<file path="config.mk">
export PLATFORM = sky130hd
export DESIGN_NAME = bfly_net_pipe
export DESIGN_NICKNAME = d
export VERILOG_FILES = /design/src/rtl/bfly_pkg.sv /design/src/rtl/bfly_stage.sv /design/src/rtl/bfly_net_pipe.sv
export SDC_FILE = /design/constraint.sdc
export NUM_CORES = 1
export LEC_CHECK = 0
export BUFFER_PORTS_ARGS = -buffer_cell sky130_fd_sc_hd__buf_4
export CORE_MARGIN = 2
export CORE_UTILIZATION = 52
export CTS_CLUSTER_DIAMETER = 40
export DETAILED_ROUTE_END_ITERATION = 7
export HOLD_SLACK_MARGIN = 0.15
export PLACE_DENSITY = 0.76
export SYNTH_ARGS = -nofsm -noshare
export SYNTH_HDL_FRONTEND = slang
export SYNTH_SLANG_ARGS = --single-unit
</file>
<file path="constraint.sdc">
create_clock -name clk -period 2.7 [get_ports clk]
set_input_delay 0.54 -clock clk [delete_from_list [all_inputs] [get_ports clk]]
set_output_delay 0.54 -clock clk [all_outputs]
set_load 0.02 [all_outputs]
</file>
<file path="src/rtl/bfly_pkg.sv">
// Shared types and index helpers for the pipelined butterfly permutation network.
package bfly_pkg;

    typedef enum logic {
        BFLY_INV = 1'b0,
        BFLY_FWD = 1'b1
    } bfly_mode_e;

    localparam int XLEN_MAX = 64;

    function automatic int bfly_log(input int xlen);
        return $clog2(xlen);
    endfunction

    // Control bit index for the pair whose low bit is j in the distance-2^k stage.
    function automatic int pair_idx(input int j, input int k);
        return ((j >> (k + 1)) << k) | (j & ((1 << k) - 1));
    endfunction

    // Inverse of pair_idx: low bit position of pair p in the distance-2^k stage.
    function automatic int pair_lo(input int p, input int k);
        return ((p >> k) << (k + 1)) | (p & ((1 << k) - 1));
    endfunction

endpackage

</file>
<file path="src/rtl/bfly_stage.sv">
// One combinational butterfly stage of distance 2^K: each control bit swaps one bit pair.
module bfly_stage
    import bfly_pkg::*;
#(
    parameter int XLEN = 32,
    parameter int K    = 0
) (
    input  logic [XLEN-1:0]   src,
    input  logic [XLEN/2-1:0] ctl,
    output logic [XLEN-1:0]   res
);

    localparam int D = 1 << K;

    always_comb begin
        res = src;
        for (int p = 0; p < XLEN / 2; p++) begin
            if (ctl[p]) begin
                res[pair_lo(p, K)]     = src[pair_lo(p, K) + D];
                res[pair_lo(p, K) + D] = src[pair_lo(p, K)];
            end
        end
    end

endmodule

</file>
<file path="src/rtl/bfly_net_pipe.sv">
// Pipelined forward/inverse butterfly network with valid/ready handshakes on both sides.
// Optional synchronous pipeline flush port enabled by defining BFLY_NET_FLUSH_EN.
module bfly_net_pipe
    import bfly_pkg::*;
#(
    parameter int  XLEN       = 32,
    parameter int  PIPE_EVERY = 2,
    localparam int LOG        = bfly_log(XLEN),
    localparam int HALF       = XLEN / 2,
    localparam int CFG_W      = LOG * HALF,
    localparam int PE_SAFE    = (PIPE_EVERY < 1) ? 1 : PIPE_EVERY,
    localparam int NREG       = (LOG + PE_SAFE - 1) / PE_SAFE
) (
    input  logic             clk,
    input  logic             rst,
`ifdef BFLY_NET_FLUSH_EN
    input  logic             flush,
`endif
    input  logic             valid_in,
    output logic             ready_out,
    input  logic             mode_in,
    input  logic [CFG_W-1:0] cfg_in,
    input  logic [XLEN-1:0]  data_in,
    output logic             valid_out,
    input  logic             ready_in,
    output logic [XLEN-1:0]  data_out,
    output logic             busy
);

    localparam int NMID = (NREG > 1) ? NREG - 1 : 1;

    if (!(XLEN == 32 || XLEN == 64) || XLEN > XLEN_MAX) begin : g_bad_xlen
        $error("bfly_net_pipe: XLEN must be 32 or 64");
    end
    if (PIPE_EVERY < 1 || PIPE_EVERY > LOG) begin : g_bad_pipe
        $error("bfly_net_pipe: PIPE_EVERY must be in 1..log2(XLEN)");
    end

    logic             vld_p  [NREG];
    logic [XLEN-1:0]  data_p [NREG];
    logic             mode_p [NMID];
    logic [CFG_W-1:0] cfg_p  [NMID];

    logic             src_vld  [NREG];
    logic             src_mode [NREG];
    logic [CFG_W-1:0] src_cfg  [NREG];
    logic [XLEN-1:0]  src_data [NREG];

    logic [NREG-1:0]  ld;
    logic             flush_c;

`ifdef BFLY_NET_FLUSH_EN
    assign flush_c = flush;
`else
    assign flush_c = 1'b0;
`endif

    assign src_vld[0]  = valid_in & ~flush_c;
    assign src_mode[0] = mode_in;
    assign src_cfg[0]  = cfg_in;
    assign src_data[0] = data_in;

    for (genvar i = 1; i < NREG; i++) begin : g_src
        assign src_vld[i]  = vld_p[i-1];
        assign src_mode[i] = mode_p[i-1];
        assign src_cfg[i]  = cfg_p[i-1];
        assign src_data[i] = data_p[i-1];
    end

    // A slot can load when empty or when its successor advances; empty slots collapse.
    always_comb begin
        ld = '0;
        ld[NREG-1] = ~vld_p[NREG-1] | ready_in;
        for (int i = NREG - 2; i >= 0; i--) begin
            ld[i] = ~vld_p[i] | ld[i+1];
        end
    end

    // Processing position s uses distance 2^(s-1) in inverse mode and 2^(LOG-s) in forward mode.
    for (genvar s = 1; s <= LOG; s++) begin : g_stage
        localparam int SL = (s - 1) / PE_SAFE;
        logic [XLEN-1:0] sin;
        logic [XLEN-1:0] sout;
        logic [XLEN-1:0] inv_res;
        logic [XLEN-1:0] fwd_res;

        if ((s - 1) % PE_SAFE == 0) begin : g_head
            assign sin = src_data[SL];
        end else begin : g_body
            assign sin = g_stage[s-1].sout;
        end

        bfly_stage #(.XLEN(XLEN), .K(s - 1)) u_inv (
            .src (sin),
            .ctl (src_cfg[SL][(s-1)*HALF +: HALF]),
            .res (inv_res)
        );

        bfly_stage #(.XLEN(XLEN), .K(LOG - s)) u_fwd (
            .src (sin),
            .ctl (src_cfg[SL][(LOG-s)*HALF +: HALF]),
            .res (fwd_res)
        );

        assign sout = (bfly_mode_e'(src_mode[SL]) == BFLY_FWD) ? fwd_res : inv_res;
    end

    for (genvar i = 0; i < NREG; i++) begin : g_slot
        localparam int LAST = ((i + 1) * PE_SAFE < LOG) ? (i + 1) * PE_SAFE : LOG;

        // ---- slot i register boundary ----
        always_ff @(posedge clk) begin
            if (rst) begin
                vld_p[i]  <= 1'b0;
                data_p[i] <= '0;
            end else if (flush_c) begin
                vld_p[i] <= 1'b0;
            end else if (ld[i]) begin
                vld_p[i] <= src_vld[i];
                if (src_vld[i]) begin
                    data_p[i] <= g_stage[LAST].sout;
                end
            end
        end

        // The last slot only feeds data_out, so mode/cfg travel only through earlier slots.
        if (i < NREG - 1) begin : g_ctl
            always_ff @(posedge clk) begin
                if (ld[i] && src_vld[i]) begin
                    mode_p[i] <= src_mode[i];
                    cfg_p[i]  <= src_cfg[i];
                end
            end
        end
    end

    always_comb begin
        busy = 1'b0;
        for (int i = 0; i < NREG; i++) begin
            busy = busy | vld_p[i];
        end
    end

    assign ready_out = ld[0] & ~flush_c;
    assign valid_out = vld_p[NREG-1];
    assign data_out  = data_p[NREG-1];

endmodule

</file>
# After elaboration in Yosys (flattened, before gate mapping)
# Memory sizes are Yosys's and may differ from the RTL's.
# Index checks and enable logic that the tools add are counted.
[op_classes]
muxes = 293
n_bitwise = 14
reduce_logical = 2
[op_table]
columns = ["cell", "count"]
rows = [
  ["2-to-1 mux 1 bit", 254],
  ["2-to-1 mux 32 bit", 7],
  ["2-to-1 mux 2 bit", 32],
  ["OR 1 bit", 11],
  ["inverter 1 bit", 3],
  ["logical AND 1 bit", 2],
]
[totals]
register_bits = 0
n_memories = 4
wordCells = 313
mem_bits_rw = 261
inputBits = 117
[mem_list]
columns = ["name", "words", "word_bits", "rd", "rd_ports_with_merged_regs", "wr", "line", "rtl"]
rows = [
  ["cfg_p", 2, 80, 2, 0, 2, "bfly_net_pipe.sv:42", "logic [CFG_W-1:0] cfg_p [NMID];"],
  ["data_p", 3, 32, 3, 0, 3, "bfly_net_pipe.sv:40", "logic [XLEN-1:0] data_p [NREG];"],
  ["vld_p", 3, 1, 3, 0, 3, "bfly_net_pipe.sv:39", "logic vld_p [NREG];"],
  ["mode_p", 2, 1, 2, 0, 2, "bfly_net_pipe.sv:41", "logic mode_p [NMID];"],
]

# Depth between registers and ports, before layout
# Gate-level depths: netlist (run 1).
# An unclocked memory read counts as a cell.
[depth]
word_depth = 9
depth_mapped = 6
mapped_depth_nobuf = 4

# Cells and area by module
# Synthesis (run 1) repeated with hierarchy kept, for this count alone.
[unflattened]
cells_unflattened = 855
hier_area_um2 = 13759.4
[by_module_without_submodules]
columns = ["mod", "instances", "seq_area_each_um2", "cells_each", "area_per_inst_um2"]
rows = [
  ["bfly_net_pipe", 1, 6396.1, 535, 9390.3],
  ["bfly_stage at g_stage[1].u_fwd ...", 8, 0.0, 32, 450.4],
  ["bfly_stage at g_stage[1].u_inv ...", 2, 0.0, 32, 382.9],
]

# Least setup slack after synthesis (run 1)
# OpenSTA, ideal clock, no wires.
[synth_timing]
path_kind = "flip-flop to flip-flop"
startpoint = "mem vld_p[2]"
endpoint = "mem cfg_p[0][0] (netlist bit) (enable)"
stages_incl_launch_ff = 4
path_slack_ps = -243
required_ps = 2265
period_less_slack_ps = 2943
arrival_ps = 2508
cell_sequence = "edfxtp_1 > nand4b_1 > nand2_1 > inv_1"
[synth_rtl]
columns = ["item", "line"]
rows = [
  ["start: declaration", "bfly_net_pipe.sv:39"],
  ["end: declaration", "bfly_net_pipe.sv:42"],
]

==> results.md, run 1 <==
- In the final layout, the share of cells above drive strength 1 is 0.233.
- Synthesis produced a netlist with a net count of ~940.
- In this run the cell area of the synthesized design comes to between 10000 and 15000 sq um.
- The share of the synthesized area in the top cell type is 0.590.
- The detail route stage leaves a number of antenna-violating nets equal to 0.
- Compared with the post-synthesis result, the final layout area differs by 22.8%.
- The clock tree skew after final layout is 11.4 ps.
- The repair_antennas step left the layout with diodes totalling 0.
- Along the worst hold path, the cell count comes to 1.
- CTS built an H-tree with a depth of 1.
- Setup repair after global routing left no endpoint under its margin.
- The number of global-route vias before repair is around 6900.
- The number of iterations in the first detailed-routing pass is 5.
- The number of gates resized after CTS is 0.
- In this run the tightest slew margin relative to its limit is 0.351.
- Counting every sink on the clock net gives 213.
- Counting the buffers created by CTS gives 29.
- The initial utilization of the core area, before any placement, comes to 0.532.
- The total of flip-flops plus latches after synthesis is 213.
- Among all flip-flop cells after synthesis, the most frequent one is edfxtp_1.
- The worst reg-to-reg setup slack is approximately 810 ps.
- At the later pin of the worst-skew pair, clock insertion delay measures 540 ps.
- The post-CTS setup-driven buffer insertion count is 0.
- STA classifies the critical path endpoint as an output pin.
- The number of hold buffers added after cts is 0.
- In this run the worst path has a maximum fanout of 5.
- The worst-case setup slack after placement is roughly 660 ps.
- For hold timing, the worst endpoint is cfg_p[0][43]$_DFFE_PP_.
- Ranked by total cell area, the synthesized netlist is headed by edfxtp_1 59%, mux2i_1 19%, a211oi_1 4.5%.
- The required time of the worst setup path is roughly 2200 ps.
- The share of the Yosys chip area taken by registers is 0.590.
- The final-report max-slew violation count is 0.
- IR analysis of the VDD net gives a maximum drop of around 0.50 mV.
- The final-layout setup total negative slack is 0 ps.
- The unique cell type count in the Yosys netlist is 35.
- The number of input and output port buffers inserted is about 150.
- The critical path startpoint category is a flip-flop.
- The final hold violation count is 0.
- For the pin with the worst max-slew slack, the measured transition is 974 ps.
- The worst path needs roughly 2100 ps of the cycle, external delays included.
- The DRC marker count from the first detailed-route iteration is between 500 and 600.
- During synthesis, Yosys emitted a total of 0 warnings.
- The die covers between 20000 and 25000 sq um.
- In the routed design, unresolved DRC markers number 0.
- Summed over all cells, the static leakage comes to between 0.005 and 0.006 uW.
- In the post-synthesis netlist, the cell with the most instances is edfxtp_1.
- Counting flops with a built-in enable in the synthesized netlist gives ~210.
- After synthesis, the share of flip-flops with an asynchronous set or reset is 0.
- The number of cells produced by synthesis is 819.
- The total I/O pin count is between 150 and 200.
- Static timing analysis puts the maximum clock frequency at slightly below 500 MHz.
- The final wirelength is 25.9 mm.
- The startpoint of the worst setup timing path is vld_p[2]$_SDFFCE_PN0P_.
- The routed via count divided by cell count is between 5 and 6.
- In the final routed layout, each cell accounts on average for ~20 um.
- In the finished design, the share of the clock period the worst path needs comes to 0.770.
- The overflow left after global routing is 0.
- Counting instances in the post-synthesis netlist gives the leading cell types as 213 x edfxtp_1, 206 x mux2i_1, 65 x a211oi_1.
- The detailed placement HPWL is ~20 mm.
- The flow ran to the end, and the final reports show no timing, DRC or antenna violations.
- The placement row count is 52.
- The leading area contributor after synthesis is edfxtp_1.
- The first-pass GRT wire length is 39.3 mm.
- The clock tree from TritonCTS is done.
- The worst hold path begins at cfg_in[43].
- The final cell count without fillers is about 1300.
- The final setup slack of the worst path is between 600 and 700 ps.
- Measured along the y axis, the die boundary spans approximately 150 um.
- The count of maximum capacitance violations is 0.
- The clock slew at the register clock pins of the worst setup and hold paths is 60 ps.
- The tree is rooted in a clkbuf_16.
- The via count is around 7300.
- For this run, the post-layout net count is about 1100.
- The type of the worst min-delay path is input pin to flip-flop.
- The data arrival at the endpoint of the critical path is 1540 ps.
- The chip width is 148 um.
- The total power divided by cell area is 675 nW/um^2.
- The maximum clock insertion buffer count is 3.
- The core region is roughly 20000 sq um.
- The type of the worst setup path is flip-flop to output pin.
- The endpoint of the worst-slack reg-to-reg timing path is data_p[1][0]$_SDFFCE_PN0P_.
- The count of placed standard cells including taps is approximately 1200.
- Setup violations remaining at the end of the flow were counted as 0.
- The maximum number of pins on one net before global-route repair is 65.
- Dividing the synthesized area by the synthesized cell count gives roughly 13 sq um.
- The combined global-route utilization of all metal layers is 0.236.
- At the end of routability-driven placement, the weighted congestion stood at around 0.90.
- The worst register-to-register path begins at mode_p[0][0]$_DFFE_PP_.
- The initial antenna violation count is 0.
- The number of cells on the worst reg-to-reg path is 3.
[cell type report]
class / instances / area [sq um]
multi-input combinational: 551 / 4210
timing repair buffer: 166 / 1270
clock inverter: 22 / 259
inverter: 26 / 101
sequential: 213 / 6400
fill: 1534 / 7060
tap: 270 / 338
clock buffer: 31 / 733
[state kept, by name, summed over array words and instances (netlist names)]
name and count:
cfg_p 112, data_p 96, vld_p 3, mode_p 2
[cells in the final DEF (no fill, tap or decap), types with 21 or more instances in the layout]
cell / instances
edfxtp_1: 213
mux2i_1: 206
buf_4: 164
a211oi_1: 65
nand2_1: 58
nor2b_1: 43
nor2_1: 39
a21oi_1: 32
clkbuf_16: 29
inv_1: 25
o211ai_1: 21
[how the worst max path moves through the flow]
| stage | end |
|---|---|
| floorplan | cfg_p[0][0]$_DFFE_PP_ |
| global placement | data_p[0][6]$_SDFFCE_PN0P_ |
| detailed placement | data_p[0][6]$_SDFFCE_PN0P_ |
| CTS | busy |
| global route | busy |
| finish | busy |
[cell families after synthesis]
group           share of synthesized area
mux                                 0.207
buf+inv                            0.0214
simple gates                       0.0791
compound gates                      0.102
flops                               0.590
[critical path: stages, from the launching register on]
cell	delay (ps)
edfxtp_1	450
or3_1	390
buf_4	160
[per-layer routing]
layer | wire, um | part of all wire | global-route usage | up-vias
li1 | - | - | - | 3522
met1 | 10900 | 0.42 | 0.326 | 3406
met2 | 12400 | 0.48 | 0.384 | 287
met3 | 1800 | 0.069 | 0.0331 | 43
met4 | 817 | 0.032 | 0.0895 | 0
met5 | 0 | 0 | 0 | -
[where the power goes]
group	switching, uW	leakage, uW	internal, uW	total [uW]
clock	1400	0.000465	2440	3850
sequential	168	0.00217	3890	4060
combinational	592	0.00279	480	1070
[stage by stage]
step | hold WS (ps) | total power (uW) | cell area (sq um) | utilization
floorplan | 400 | 4690 | 10800 | -
global placement | 403 | 5160 | 12300 | 0.605
detailed placement | 405 | 5190 | 12300 | 0.605
CTS | 157 | 9030 | 13300 | 0.654
global route | 157 | 9290 | 13300 | 0.654
finish | 172 | 8980 | 13300 | 0.654
(Power assumes the default switching activity.)
==> run 2, diff against run 1 <==
- clock period: 2.7 -> 1.9 ns (I/O delays scaled with it)
==> results.md, run 2 (same netlist as run 1, synthesis figures left out) <==
- The required time of the worst setup path is between 1500 and 2000 ps.
- TritonCTS built the clock tree.
- In the layout the commonest cells are 213 x edfxtp_1, 206 x mux2i_1, 160 x buf_4.
- The number of H-tree levels is 1.
- The library cell used most frequently in the layout, excluding fill and tap cells, is edfxtp_1.
- On the worst path, the slowest cell contributes a delay of 460 ps.
- The startpoint of the worst register-to-register path is vld_p[2]$_SDFFCE_PN0P_.
- The first-pass GRT wire length is roughly 42 mm.
- The number of iterations in the first detailed-routing pass is 5.
- Clock tree synthesis inserted a total of 28 buffers.
- The count of placed standard cells including taps is roughly 1200.
- The routed layout has 7786 vias.
- The maximum clock insertion buffer count is 3.
- For this configuration, the core starts out at a cell density of 0.532.
- The sink count of the clock tree is ~210.
- For this run, the total global-route usage over all layers was measured as 0.249.
- Measured against its own limit, the worst slew margin works out to 0.606.
- Entering global routing, the biggest net connects 69 pins.
- The routed via count divided by cell count is about 5.7.
- The final hold violation count is 0.
- The data arrival at the endpoint of the critical path is 1500 ps.
- The slowest stage of the critical path is the edfxtp_1 cell.
- The post-route clock period utilization is 0.989.
- The worst register-to-register path has a setup slack of between 100 and 150 ps.
- 0 antenna diodes ended up in the layout.
- Power spread over the standard cell area amounts to between 800 and 900 nW/um^2.
- The final routed DRC violation total is 0.
- The number of cells on the worst reg-to-reg path is 5.
- STA classifies the critical path startpoint as a flip-flop.
- After detailed placement, the total cell area comes to ~12000 sq um.
- The finished cells cover between 10000 and 15000 sq um.
- The wire-length estimate of the detail-placed layout is about 20 mm.
- In the final layout, the registers with the most flip-flops are cfg_p: 112 flops, data_p: 96 flops, vld_p: 3 flops.
- The source-to-sink clock delay at the later pin of the worst-skew pair is 540 ps.
- The biggest fanout along the worst timing path is 4.
- The design draws between 10000 and 15000 uW.
- STA classifies the critical path endpoint as an output pin.
- Along the worst hold path, the cell count comes to 2.
- The source of the worst hold timing path is rst.
- The flip-flop count of the largest register, all copies and words added is ~110.
- After clock tree synthesis, the clock-pin slew on the worst setup and hold paths is ~60 ps.
- The routability congestion estimate is 0.858.
- Across the VDD grid, the largest voltage drop is around 0.84 mV.
- The analysis attributes to cell leakage a power of 0.00582 uW.
- Dividing the detail-routed wire length by the instance count gives 20.3 um.
- Relative to the synthesized area, the layout overhead comes to 31.3%.
- Static timing analysis puts the maximum clock frequency at about 530 MHz.
- At the pin with the least slew margin, the transition time is just under 600 ps.
- The initial antenna violation count is 1.
- The placement row count is 52.
- The die outline area is roughly 22000 sq um.
- The final wirelength is about 28 mm.
- Walking the worst path, the cells encountered are or3_4 -> buf_6.
- The min-delay analysis places its worst path in the category input pin to flip-flop.
- The register with the highest flop count is cfg_p.
- The final-report max-slew violation count is 0.
- The number of input and output port buffers inserted is about 150.
- The overflow left after global routing is 0.
- The number of nets with antenna violations after routing is 0.
- The worst setup path is of the flip-flop to output pin kind.
- The worst register-to-register path ends at data_p[0][22]$_SDFFCE_PN0P_.
- The root buffer cell is clkbuf_16.
- The worst path needs between 1500 and 2000 ps of the cycle, external delays included.
- The height of the chip is about 150 um.
- Once layout is complete, the cells apart from fillers number 1363.
- The layout net count is 1189.
- Setup violations remaining at the end of the flow were counted as 0.
- The area of the core is 20400 sq um.
- The worst hold path terminates at vld_p[2]$_SDFFCE_PN0P_.
- The run finished with clean final reports.
- In this run the worst setup path begins at vld_p[0]$_DFFE_PP_.
- The floorplan step set the die width to roughly 150 um.
- The number of global-route vias before repair is 7717.
- The total I/O pin count is 152.
- The first routing iteration left 464 violations.
- The post-route core utilization is 0.698.
- The fraction of layout instances using a drive strength above 1 is 0.222.
- Setup repair after global routing could not meet its margin everywhere.
- For the final database, setup skew stands at approximately 17 ps.
- Max-cap violations in this run came to 0.
## run 2: cell count changes in the layout (fill, tap and decap cells not counted), moves of 2 or more
cell	change
dlygate4sd3_1	+81
clkinv_1	-3
bufinv_16	-2
clkinv_4	+4
buf_4	-4
buf_12	+8
## run 2: repair_timing
action                                  4_1_cts  5_1_grt
cloned                                        0        0
hold endpoints to repair                     81        0
hold buffers                                 81        0
endpoints found under the setup margin        1        2
setup buffers                                 2        1
gates resized for setup                       0        2
pin swaps                                     0        2
## run 2: layout make-up
type	count	area [sq um]
Timing Repair Buffer	252	2220
Sequential cell	213	6400
Inverter	26	101
Fill cell	1421	6140
Multi-Input combinational cell	551	4220
Clock buffer	29	704
Tap cell	270	338
Clock inverter	22	245
## run 2: per-layer routing
metal	part of all wire	global-route usage	routed length (um)	up-vias
li1	-	-	-	3687
met1	0.39	0.325	10800	3706
met2	0.50	0.432	13800	329
met3	0.075	0.0322	2070	64
met4	0.035	0.0862	980	0
met5	0	0	0	-
## run 2: how the worst max path moves through the flow
stage                                        to  cells after the start
finish                                     busy                      2
detailed placement  data_p[0][22]$_SDFFCE_PN0P_                      5
global route                          ready_out                      3
CTS                                        busy                      2
floorplan                 cfg_p[0][0]$_DFFE_PP_                      3
global placement    data_p[0][22]$_SDFFCE_PN0P_                      5
## run 2: critical path: cells and delay by family (launching register included)
| family | cells | cell delay (ps) |
|---|---|---|
| AND/OR/NAND/NOR | 1 | 360 |
| buffers and inverters | 1 | 140 |
| flip-flops | 1 | 460 |
## run 2: power breakdown
part	switching (uW)	leakage, uW	internal (uW)	total, uW
sequential	236	0.00217	5530	5770
combinational	899	0.00320	822	1720
clock	2070	0.000444	3160	5220
## run 2: per-stage QoR
step                      TNS [ps]  hold slack, ps  setup WS (ps)
after floorplan             -63440             400           -695
after global placement           0             404            111
after detailed placement         0             405           81.3
after CTS                        0             186           17.1
after global routing         -13.1             200          -13.1
final                            0             200           21.2
